[src/rtl/regs_wb_arbiter.sv]
// regs_wb_arbiter: two-requester writeback arbiter for the register file write port with B anti-starvation
module regs_wb_arbiter #(
   parameter int ADDR_W       = 5,
   parameter int DATA_W       = 32,
   parameter int STARVE_LIMIT = 4,
   parameter int CNT_W        = 3
) (
   input  logic              clk,
   input  logic              rst,
   input  logic              a_valid_i,
   output logic              a_ready_o,
   input  logic [ADDR_W-1:0] a_waddr_i,
   input  logic [DATA_W-1:0] a_wdata_i,
   input  logic              b_valid_i,
   output logic              b_ready_o,
   input  logic [ADDR_W-1:0] b_waddr_i,
   input  logic [DATA_W-1:0] b_wdata_i,
   output logic              reg_wen_o,
   output logic [ADDR_W-1:0] reg_waddr_o,
   output logic [DATA_W-1:0] reg_wdata_o,
   output logic              b_prio_o
);
   localparam logic A_PRI = 1'b0;
   localparam logic B_PRI = 1'b1;
   logic             state;
   logic [CNT_W-1:0] starve_cnt;
   logic             a_xfer, b_xfer, b_blocked;
   // readiness: the favoured side is always ready, the other only when the favoured side is idle
   always_comb begin
      a_ready_o = rst & (state == A_PRI | ~b_valid_i);
      b_ready_o = rst & (state == B_PRI | ~a_valid_i);
      a_xfer    = a_valid_i & a_ready_o;
      b_xfer    = b_valid_i & b_ready_o;
      b_blocked = b_valid_i & ~b_ready_o;
   end
   // priority FSM: count consecutive B denials in A_PRI, hand B one priority cycle at the limit
   always_ff @(posedge clk) begin
      if (!rst) begin
         state      <= A_PRI;
         starve_cnt <= '0;
      end else if (state == A_PRI && b_blocked && starve_cnt == CNT_W'(STARVE_LIMIT - 1)) begin
         state      <= B_PRI;
         starve_cnt <= '0;
      end else begin
         state      <= A_PRI;
         starve_cnt <= (state == A_PRI && b_blocked) ? starve_cnt + 1'b1 : '0;
      end
   end
   // write stage: register the winner; x0 writes are accepted but never enabled
   always_ff @(posedge clk) begin
      if (!rst) begin
         reg_wen_o   <= 1'b0;
         reg_waddr_o <= '0;
         reg_wdata_o <= '0;
      end else if (b_xfer) begin
         reg_wen_o   <= b_waddr_i != '0;
         reg_waddr_o <= b_waddr_i;
         reg_wdata_o <= b_wdata_i;
      end else if (a_xfer) begin
         reg_wen_o   <= a_waddr_i != '0;
         reg_waddr_o <= a_waddr_i;
         reg_wdata_o <= a_wdata_i;
      end else begin
         reg_wen_o   <= 1'b0;
      end
   end
   assign b_prio_o = state;
endmodule

[config.mk]
export PLATFORM = sky130hd
export DESIGN_NAME = regs_wb_arbiter
export DESIGN_NICKNAME = d
export VERILOG_FILES = /design/src/rtl/regs_wb_arbiter.sv
export SDC_FILE = /design/constraint.sdc
export NUM_CORES = 1
export LEC_CHECK = 0
export CAP_MARGIN = 20
export CORE_ASPECT_RATIO = 0.75
export CORE_UTILIZATION = 33
export DETAILED_ROUTE_END_ITERATION = 8
export PLACE_DENSITY = 0.76
export SLEW_MARGIN = 20
export SYNTH_ARGS = -nofsm -noshare
export SYNTH_HDL_FRONTEND = slang
export SYNTH_SLANG_ARGS = --single-unit
[constraint.sdc]
create_clock -name clk -period 1.6 [get_ports clk]
set_input_delay 0.4 -clock clk [delete_from_list [all_inputs] [get_ports clk]]
set_output_delay 0.4 -clock clk [all_outputs]
set_load 0.01 [all_outputs]
Word-level counts from Yosys, hierarchy flattened
Index checks and enable logic that the tools add are counted.
- $add $sub $neg: 1
- eq/ne operators: 1
- muxes and demuxes: 7
- bitwise logic cells: 13
- reductions and logical operators: 6
- operators by type and width (cell ; count):
    $mux W32 ; 2
    $mux W5 ; 2
    $reduce_bool A5 Y1 ; 2
    $not A1 Y1 ; 6
    $and A1 B1 Y1 ; 5
    $add A3 B1 Y3 const B ; 1
    $eq A3 B2 Y1 const B ; 1
    $mux W1 ; 3
    $reduce_or A3 Y1 ; 1
    $logic_and A1 B1 Y1 ; 2
    $or A1 B1 Y1 ; 2
    $reduce_bool A2 Y1 ; 1
- register bits after elaboration: 42
- bits of input ports: 78
- output and inout port bits: 41
- word-level logic and storage cells: 33

Depth between registers and ports, before layout
Gate-level depths: netlist (run 1).
- depth in word-level cells: 8
- gate-level depth with buffers: 7
- gate-level depth less buffers: 4

Worst setup path before layout (run 1)
No wires, ideal clock.
- path kind: input to register
- start: input rst
- end: register reg_waddr_o[0]
- setup time: 0.122 ns
- arrival: 1.492 ns
- data required time: 1.478 ns
- slack: -0.014 ns
- cell stages on the path: 7
- path through: buf_6 -> and2_4 -> buf_6 -> and2_4 -> buf_6 -> buf_6 -> a221o_1
- cells in the longest elaborated chain, start to end: 3
- ends and longest elaborated chain (element ; RTL line ; text):
    from (decl) ; 9 ; input logic rst,
    $and A1 B1 Y1, on equally long branches ; 31, 30 ;
    $and A1 B1 Y1, on equally long branches ; 33, 32 ;
    $mux W5 or $reduce_bool A2 Y1 (tied branches) ; - ;
    to (signal assigned) ; 57 ; reg_waddr_o <= b_waddr_i;
    to (signal assigned) ; 61 ; reg_waddr_o <= a_waddr_i;
    to (decl) ; 19 ; output logic [ADDR_W-1:0] reg_waddr_o,
Several ways; a longest one is shown, not always the timed one.
A chain may end at the register's enable or synchronous reset.

Final worst setup path (run 1)
- start: register reg_waddr_o[4]
- end: output reg_waddr_o[4]
No word-level cell between the ends.

==> results by group, run 1 <==
Critical path
  • CP Cell Sequence: clkdlybuf4s50_1
  • Slowest stage cell on the critical path: clkdlybuf4s50_1
  • Endpoint type of the worst setup path: output pin
  • Crit Path Class: register to output pin
  • CP Max Fanout: 2
  • Crit path max-delay family: buffers and inverters
  • WP data required: 1.20 ns
  • Crit path depth: 1
  • Max stage delay on crit path: 0.54 ns
  • Worst Setup Start Kind: register
  • Data arrival, critical path: between 1 and 1.5 ns
  • Worst r2r path cells: 4
  • Buffers & Inverters on Critical Path: 1

Power and ir drop
  • P_leak: 1.58 nW
  • Peak VDD IR: 0.395 mV
  • Internal power: 1.99 mW
  • Combinational share of power: 0.248
  • Tot Pwr: between 2 and 3 mW
  • Switch share: 0.246
  • Pwr/cell area: just under 800 mW/mm^2
  • Seq pwr share: 0.444
  • Clock Power Share: 0.308
  • Psw: 649 uW

Yosys
  • Synth warnings: 0
  • Async SR Flop Fraction: 0
  • Most used DFF post-synth: dfxtp_1
  • Flip-flop and latch count after synthesis: 42
  • Top cells by area, synth: dfxtp_1 (45%), nand2_1 (14%), nand3_1 (8.8%), o311ai_0 (8.4%), o311ai_1 (7.0%)
  • Syn_area_per_cell: 8.26 sq um
  • Post-synthesis sequential area ratio: 0.446
  • Top-area cell type share of the netlist area: 0.446
  • Post-synth EDFFs: 0
  • Post-synth net total: 308
  • Synth area leader: dfxtp_1
  • Most frequent cells after synthesis: nand2_1 (68), dfxtp_1 (42), nand3_1 (33)
  • Mapped cell area: 0.00188 sq mm
  • Gate count after technology mapping: 228
  • Most frequent cell after synthesis: nand2_1
  • Yosys cell types: 20

Die
  • Die ar.: 0.00602 sq mm
  • I/O Pins: 119
  • Rows: 23
  • Core Footprint: 0.00541 sq mm
  • Die Y-Extent: 67.4 um
  • Die X-Extent: 89.3 um
  • Initial Util: 0.348

STA
  • Min Tclk post-route: ~1.6 ns
  • Final hold violations: 0
  • Final setup skew: 0.00695 ns
  • Peak Freq: 632 MHz
  • Rel. slew slack: 0.444
  • Max Slew Vio Count: 0
  • Number of setup violations in the final report: 0
  • Slew @ Worst Pin: between 0.8 and 0.9 ns
  • Post-route clock period utilization: 0.988

Clock tree
  • Clock Tree Buf Depth: 2
  • CTS buffer count: 5
  • Clk Latency, worst-skew pair: 0.28 ns
  • Number of H-tree levels: 2
  • Root buffer cell: clkbuf_8
  • Clk slew on worst S/H paths: 0.08 ns
  • Hold_buf cts: 0
  • Clk sinks: 42
  • CTS tree: done

Route
  • Routed via count: approximately 2,200
  • Vias/cell: ~5.3
  • Post-route ant nets: 0
  • Total Wirelength: 7.19 mm
  • Starting DRC count in detailed routing: 163
  • DR pass1 iterations: 4
  • DRC Markers: 0
  • Avg WL per Cell: 17.0 um

Finish
  • Share of cells above drive strength 1: 0.103
  • P&R area growth vs syn: 81.7%
  • Final Instance Count excl. Fillers: 424
  • Register area: 841 sq um
  • Diode count: 0
  • # fillers: a little under 500
  • Final #Nets: 428
  • Final core utilization: 0.633
  • Area of the multi-input gates: 0.00101 sq mm

Global routing
  • First-pass GRT wire length: 10.1 mm
  • Vias in the first global route: 2,064
  • Initial antenna violation count: 0
  • GRT Util Overall: 0.223
  • Largest net degree at the start of global routing: 41
  • Global route total overflow: 0

Placed design
  • DP Cell Count: 407
  • DPL Wire Length: 4.46 mm
  • GP Congestion: a little over 0.8
  • IO buf count: around 120

Outcome
  • Status: finished clean

Worst hold path
  • Worst Hold Class: register to register
  • Hold path cells: 1

Job
  • Max Cap Viol: 0
[power by group through the flow]
stage | clock [mW] | combinational (mW) | sequential, mW
6_report | 0.813 | 0.653 | 1.17
4_1_cts | 0.823 | 0.654 | 1.17
2_1_floorplan | 0 | 0.167 | 1.23
5_1_grt | 0.861 | 0.694 | 1.18
3_5_place_dp | 0 | 0.608 | 1.20
3_3_place_gp | 0 | 0.600 | 1.19
[area by class of cell]
cell class,count,share of cell area
clock buffer,7,0.0223
multi-input combinational,168,0.294
sequential,42,0.246
timing repair buffer,129,0.400
tap,75,0.0274
clock inverter,1,0.00877
inverter,2,0.00219
[what timing repair did]
action / CTS / global route
gates resized for setup: 40 / 29
buffers inserted: 2 / 0
endpoints found under the setup margin: 45 / 45
gates cloned: 6 / 1
pin swaps: 0 / 1
endpoints found under the hold margin: 0 / 0
[kinds of logic (layout without fill, tap and decap cells)]
family	count (synthesis)	count (layout)	share of synthesized area
buffers and inverters	24	139	0.0677
flip-flops	42	42	0.446
AO/OA/AOI/OAI	39	39	0.183
AND/OR/NAND/NOR	121	127	0.290
adder cells (fa/ha/maj)	2	2	0.0133
[state kept, by name, indices dropped and copies added, names as in the netlist]
name and cells:
reg_wen_o 1, b_prio_o 1, starve_cnt 3, reg_waddr_o 5
reg_wdata_o 32
[per-stage QoR]
stage               setup TNS (ns)  instance area, sq um  worst slack, ns  hold WS [ns]
finish                           0                  3420           0.0187         0.424
global route              -0.00346                  3420         -0.00294         0.450
CTS                              0                  3350          0.00104         0.426
detailed placement          -28.17                  3110           -0.714         0.416
global placement            -29.49                  3110           -0.763         0.407
floorplan                  -0.0565                  1890          -0.0141         0.397
[cell usage in the layout (no fill, tap or decap), types with 23 or more instances in the layout]
cell type / instances
clkdlybuf4s50_1: 89
nand2_1: 68
dfxtp_1: 42
nand3_1: 33
o311ai_1: 25
dlymetal6s2s_1: 23
[per-layer routing]
metal	global-route usage	routed length (um)	vias up
li1	-	-	1068
met1	0.291	3120	1045
met2	0.372	3260	126
met3	0.0513	719	10
met4	0.0595	84	0
met5	0	0	-
[final timing paths]
check	startpoint	endpoint	slack (ns)
max	reg_waddr_o[4]	reg_waddr_o[4]	0.02
min	starve_cnt[0]	starve_cnt[0]	0.42
max reg2reg	b_prio_o	reg_wdata_o[11]	0.11
min reg2reg	starve_cnt[0]	starve_cnt[0]	0.42
Note: power is estimated with default switching activity, not from simulation.
==> run 2: changes to the inputs <==
- ABC_AREA: default -> 1
- CORE_MARGIN: default -> 2
- CORE_UTILIZATION: 33 -> 37
- PLACE_DENSITY: 0.76 -> 0.77
==> results by group, run 2 <==
Critical path
  • Buffers & Inverters on Critical Path: 1 (unchanged)
  • Crit path to: reg_wdata_o[7]
  • R2r startpoint: b_prio_o
  • CP Cell Sequence: clkdlybuf4s50_1
  • Reg-to-Reg End: reg_waddr_o[1]
  • Worst r2r path cells: 9 (+5)
  • Worst Setup Start Kind: register
  • Endpoint type of the worst setup path: output pin
  • Crit Path Class: register to output pin
  • CP startpoint: reg_wdata_o[7]
  • Slowest stage cell on the critical path: clkdlybuf4s50_1
  • Data arrival, critical path: 1.17 ns (about the same)
  • CP Max Fanout: 2 (unchanged)
  • Crit path depth: 1 (unchanged)
  • Max stage delay on crit path: 0.56 ns (+0.02 ns)
  • Worst reg2reg setup slack: 0.17 ns (+0.06 ns)
  • Crit path max-delay family: buffers and inverters
  • WP data required: 1.20 ns (about the same)

STA
  • Number of setup violations in the final report: 0 (unchanged)
  • Post-route clock period utilization: 0.981 (-0.00762)
  • Max Slew Vio Count: 0 (unchanged)
  • Rel. slew slack: 0.806 (+0.362)
  • Min Tclk post-route: 1.57 ns (-0.0122 ns)
  • Final hold violations: 0 (unchanged)
  • Slew @ Worst Pin: 0.291 ns (-0.542 ns)
  • Final setup skew: 0.00577 ns (-0.00118 ns)
  • Peak Freq: 637 MHz (+0.78%)
  • Final worst slack: 0.0309 ns (+0.0122 ns)

Finish
  • Commonest non-fill, non-tap cell in the layout: nor2_1
  • Post-route cell area: 0.00397 sq mm (+16%)
  • Final #Nets: 592 (+38%)
  • Most frequent cells in the layout: nor2_1 (117), nand2_1 (107), clkdlybuf4s50_1 (88)
  • Final core utilization: 0.623 (-0.0102)
  • Max reg flops: 32 (unchanged)
  • Share of cells above drive strength 1: 0.0799 (-0.0232)
  • Largest Register: reg_wdata_o
  • Largest registers: reg_wdata_o (32), reg_waddr_o (5), starve_cnt (3)
  • P&R area growth vs syn: 60.1%

Yosys
  • Mapped cell area: 0.00248 sq mm (+32%)
  • Post-synthesis sequential area ratio: 0.339 (-0.108)
  • Post-synth net total: 469 (+52%)
  • Synth area leader: dfxtp_1
  • Syn_area_per_cell: 6.38 sq um (-23%)
  • Most used DFF post-synth: dfxtp_1
  • Synth warnings: 0 (unchanged)
  • Gate count after technology mapping: 389 (+71%)
  • Yosys cell types: 20 (unchanged)
  • Top-area cell type share of the netlist area: 0.339 (-0.108)
  • Top cells by area, synth: dfxtp_1 (34%), nor2_1 (18%), nand2_1 (16%), nand3b_1 (10%), buf_6 (7.3%)
  • Most frequent cells after synthesis: nor2_1 (118), nand2_1 (107), dfxtp_1 (42), inv_1 (42), nand3b_1 (33)
  • Async SR Flop Fraction: 0 (unchanged)
  • Most frequent cell after synthesis: nor2_1
  • Flip-flop and latch count after synthesis: 42 (unchanged)
  • Post-synth EDFFs: 0 (unchanged)

Route
  • DR pass1 iterations: 4 (unchanged)
  • Avg WL per Cell: 11.7 um (-31%)
  • Total Wirelength: 6.93 mm (-3.6%)
  • Routed via count: 2,669 (+19%)
  • Starting DRC count in detailed routing: 99 (-39%)
  • Post-route ant nets: 0 (unchanged)
  • Vias/cell: 4.49 (-15%)
  • DRC Markers: 0 (unchanged)

Power and ir drop
  • Peak VDD IR: 0.483 mV (+22%)
  • P_leak: 2.28 nW (+44%)
  • Pwr/cell area: 672 mW/mm^2 (-13%)

Global routing
  • Global route total overflow: 0 (unchanged)
  • First-pass GRT wire length: 10.5 mm (+3.1%)
  • Largest net degree at the start of global routing: 54 (+32%)
  • Initial antenna violation count: 1 (+1)
  • Vias in the first global route: 2,349 (+14%)
  • GRT Util Overall: 0.174 (-0.0492)

Job
  • Max Cap Viol: 0 (unchanged)

Placed design
  • GP Congestion: 0.788 (-4.3%)
  • IO buf count: 118 (unchanged)
  • Post-Place Worst Slack: -0.402 ns (+0.312 ns)
  • DPL Wire Length: 4.92 mm (+10%)
  • DP Area: 0.00371 sq mm (+19%)

Die
  • Die X-Extent: 98.6 um (+10%)
  • Rows: 25 (+8.7%)
  • Initial Util: 0.389 (+0.0407)
  • Core Footprint: 0.00638 sq mm (+18%)
  • Die ar.: 0.00739 sq mm (+23%)
  • Die Y-Extent: 74.9 um (+11%)
  • I/O Pins: 119 (unchanged)

Clock tree
  • CTS tree: done
  • Hold_buf cts: 0 (unchanged)
  • Clock Tree Buf Depth: 2 (unchanged)
  • Number of H-tree levels: 2 (unchanged)
  • Root buffer cell: clkbuf_8
  • Clk sinks: 42 (unchanged)
  • Clk slew on worst S/H paths: 0.08 ns (about the same)
  • Clk Latency, worst-skew pair: 0.28 ns (about the same)
  • CTS buffer count: 5 (unchanged)

Outcome
  • Status: finished clean

Worst hold path
  • Worst Hold Class: register to register
[run 2: cell count changes after synthesis, sizes merged, moves of 30 or more]
cell / change
nand3b: +33
nand3: -30
inv: +42
nand2: +42
o311ai: -33
nor2: +112
[run 2: per-layer routing]
metal	vias up	global-route usage	wire, um
met2	90	0.285	3060
li1	1411	-	-
met4	0	0.0365	27
met1	1164	0.217	3160
met3	4	0.0761	686
met5	-	0	0
[run 2: cells by family (layout without fill, tap and decap cells)]
kind of cell,after synthesis,count (layout),synth area share
simple gates,275,275,0.492
buf+inv,68,192,0.155
flops,42,42,0.339
fa+ha+maj,2,2,0.0101
compound gates,2,2,0.00403
other cells,0,1,0
[run 2: layout make-up]
class / count / area [sq um]
clock inverters: 1 / 5.00
well taps: 81 / 101
multi-input cells: 279 / 1280
repair buffers: 140 / 1490
inverters: 44 / 165
fillers: 614 / 2410
diodes: 1 / 2.50
clock buffers: 7 / 86.3
flip-flops and latches: 42 / 842
[run 2: how the worst min path moves through the flow]
stage,cells past startpoint,end,from
after floorplan,1,starve_cnt[0],starve_cnt[0]
after global placement,1,starve_cnt[0],starve_cnt[0]
after detailed placement,1,starve_cnt[0],starve_cnt[0]
after CTS,1,starve_cnt[0],starve_cnt[0]
after global routing,1,starve_cnt[0],starve_cnt[0]
final,1,starve_cnt[0],starve_cnt[0]
[run 2: through the flow]
step / hold slack, ns / cells / power [mW] / setup TNS, ns
4_1_cts: 0.431 / 590 / 2.67 / 0
6_report: 0.431 / 595 / 2.67 / 0
3_5_place_dp: 0.419 / 582 / 1.97 / -9.84
2_1_floorplan: 0.399 / 389 / 1.56 / 0
5_1_grt: 0.452 / 594 / 2.83 / -0.00677
3_3_place_gp: 0.408 / 582 / 1.96 / -8.72
[run 2: power breakdown]
| part | total [mW] | internal (mW) | switching, mW |
|---|---|---|---|
| Sequential | 1.16 | 1.12 | 0.0338 |
| Combinational | 0.810 | 0.467 | 0.343 |
| Clock | 0.703 | 0.349 | 0.354 |
| Total | 2.67 | 1.94 | 0.731 |
[run 2: timing repair]
action	in CTS	in global routing
buffers inserted	0	1
setup endpoints to repair	5	53
pin swaps	1	1
hold endpoints to repair	0	0
resized for setup	11	30
gates cloned	0	3
==> run 3: changes to the inputs <==
- CORE_ASPECT_RATIO: 0.75 -> default
- CORE_UTILIZATION: 37 -> 32
- PLACE_DENSITY: 0.77 -> 0.68
==> results by group, run 3 (synthesized netlist as in run 2, its figures left out) <==
Outcome
  • Status: finished clean

Placed design
  • DP Area: 0.00373 sq mm (+0.57%)
  • IO buf count: 118 (unchanged)
  • Post-Place Worst Slack: -0.388 ns (+0.0134 ns)
  • DPL Wire Length: 4.68 mm (-4.9%)
  • GP Congestion: 0.779 (-1.2%)

Finish
  • P&R area growth vs syn: 59.0%
  • Commonest non-fill, non-tap cell in the layout: nor2_1
  • Final #Nets: 588 (-0.68%)
  • Max reg flops: 32 (unchanged)
  • Largest Register: reg_wdata_o
  • Largest registers: reg_wdata_o (32), reg_waddr_o (5), starve_cnt (3)
  • Most frequent cells in the layout: nor2_1 (118), nand2_1 (107), clkdlybuf4s50_1 (93)
  • Post-route cell area: 0.00395 sq mm (-0.69%)
  • Diode count: 0 (-1)
  • Share of cells above drive strength 1: 0.0727 (-0.00723)

Critical path
  • WP data required: 1.20 ns (about the same)
  • Max stage delay on crit path: 0.54 ns (-0.02 ns)
  • Slowest stage cell on the critical path: clkdlybuf4s50_1
  • CP Max Fanout: 2 (unchanged)
  • Crit path max-delay family: buffers and inverters
  • Data arrival, critical path: 1.16 ns (about the same)
  • CP Cell Sequence: clkdlybuf4s50_1
  • Worst Setup Start Kind: register
  • Crit Path Class: register to output pin
  • Buffers & Inverters on Critical Path: 1 (unchanged)
  • Endpoint type of the worst setup path: output pin

Global routing
  • GRT Util Overall: 0.145 (-0.0284)
  • Global route total overflow: 0 (unchanged)
  • Largest net degree at the start of global routing: 52 (-3.7%)
  • Initial antenna violation count: 0 (-1)
  • First-pass GRT wire length: 10.3 mm (-1.2%)
  • Vias in the first global route: 2,442 (+4.0%)

STA
  • Final hold violations: 0 (unchanged)
  • Max Slew Vio Count: 0 (unchanged)
  • Final worst slack: 0.0364 ns (+0.00556 ns)
  • Post-route clock period utilization: 0.977 (-0.00347)
  • Min Tclk post-route: 1.56 ns (-0.00556 ns)
  • Slew @ Worst Pin: 0.295 ns (+0.00365 ns)
  • Final setup skew: 0.00934 ns (+0.00357 ns)
  • Number of setup violations in the final report: 0 (unchanged)
  • Peak Freq: 640 MHz (+0.36%)
  • Rel. slew slack: 0.803 (-0.00243)

Die
  • Die ar.: 0.00848 sq mm (+15%)
  • Initial Util: 0.326 (-0.0627)
  • I/O Pins: 119 (unchanged)
  • Die Y-Extent: 92.1 um (+23%)
  • Die X-Extent: 92.1 um (-6.6%)
  • Rows: 32 (+28%)
  • Core Footprint: 0.00761 sq mm (+19%)

Power and ir drop
  • Pwr/cell area: 673 mW/mm^2 (about the same)
  • Peak VDD IR: 0.331 mV (-31%)
  • P_leak: 2.19 nW (-3.8%)

Worst hold path
  • Worst Hold Class: register to register

Route
  • DR pass1 iterations: 4 (unchanged)
  • Post-route ant nets: 0 (unchanged)
  • DRC Markers: 0 (unchanged)
  • Routed via count: 2,621 (-1.8%)
  • Vias/cell: 4.29 (-4.4%)
  • Total Wirelength: 6.65 mm (-4.1%)
  • Starting DRC count in detailed routing: 74 (-25%)
  • Avg WL per Cell: 10.9 um (-6.6%)

Clock tree
  • CTS tree: done
  • Root buffer cell: clkbuf_8
  • Clock Tree Buf Depth: 2 (unchanged)
  • Clk sinks: 42 (unchanged)
  • Clk slew on worst S/H paths: 0.08 ns (about the same)
  • Number of H-tree levels: 2 (unchanged)
  • Clk Latency, worst-skew pair: 0.29 ns (about the same)
  • CTS buffer count: 5 (unchanged)

Job
  • Max Cap Viol: 0 (unchanged)
## run 3: final timing paths
path,startpoint,to,slack [ns],cells past startpoint
worst max register to register,b_prio_o,reg_wdata_o[4],0.14,9
worst max-delay path,reg_wdata_o[3],reg_wdata_o[3],0.04,1
worst min register to register,starve_cnt[0],starve_cnt[0],0.42,1
worst min-delay path,starve_cnt[0],starve_cnt[0],0.42,1
## run 3: layer usage
metal  track usage  wire, um  vias up
li1              -         -     1403
met1         0.168      2940     1146
met2         0.280      3400       72
met3        0.0312       315        0
met4        0.0187         0        0
met5             0         0        -
## run 3: where the power goes
group	switching, mW	total [mW]	internal, mW
registers	0.0333	1.16	1.12
clock network	0.354	0.701	0.347
logic	0.333	0.796	0.463
total	0.720	2.65	1.93
## run 3: layout make-up
type                            count  area [sq um]
Sequential cell                    42           842
Fill cell                         755          3660
Clock inverter                      2          12.5
Clock buffer                        6          82.6
Timing Repair Buffer              136          1450
Inverter                           44           165
Tap cell                          102           128
Multi-Input combinational cell    279          1270
## run 3: timing repair
item,in CTS,in global routing
pin swaps,1,2
buffers inserted,0,2
gates resized for setup,10,21
cloned,0,2
hold buffers,0,0
setup endpoints to repair,4,43
## run 3: stage by stage
step / TNS, ns / cells / hold slack [ns] / total power [mW] / utilization
6_report: 0 / 611 / 0.424 / 2.65 / 0.519
5_1_grt: -0.00134 / 611 / 0.455 / 2.82 / 0.519
3_5_place_dp: -10.51 / 599 / 0.417 / 1.97 / 0.491
2_1_floorplan: 0 / 389 / 0.399 / 1.56 / -
3_3_place_gp: -9.41 / 599 / 0.408 / 1.96 / 0.491
4_1_cts: 0 / 607 / 0.429 / 2.69 / 0.503
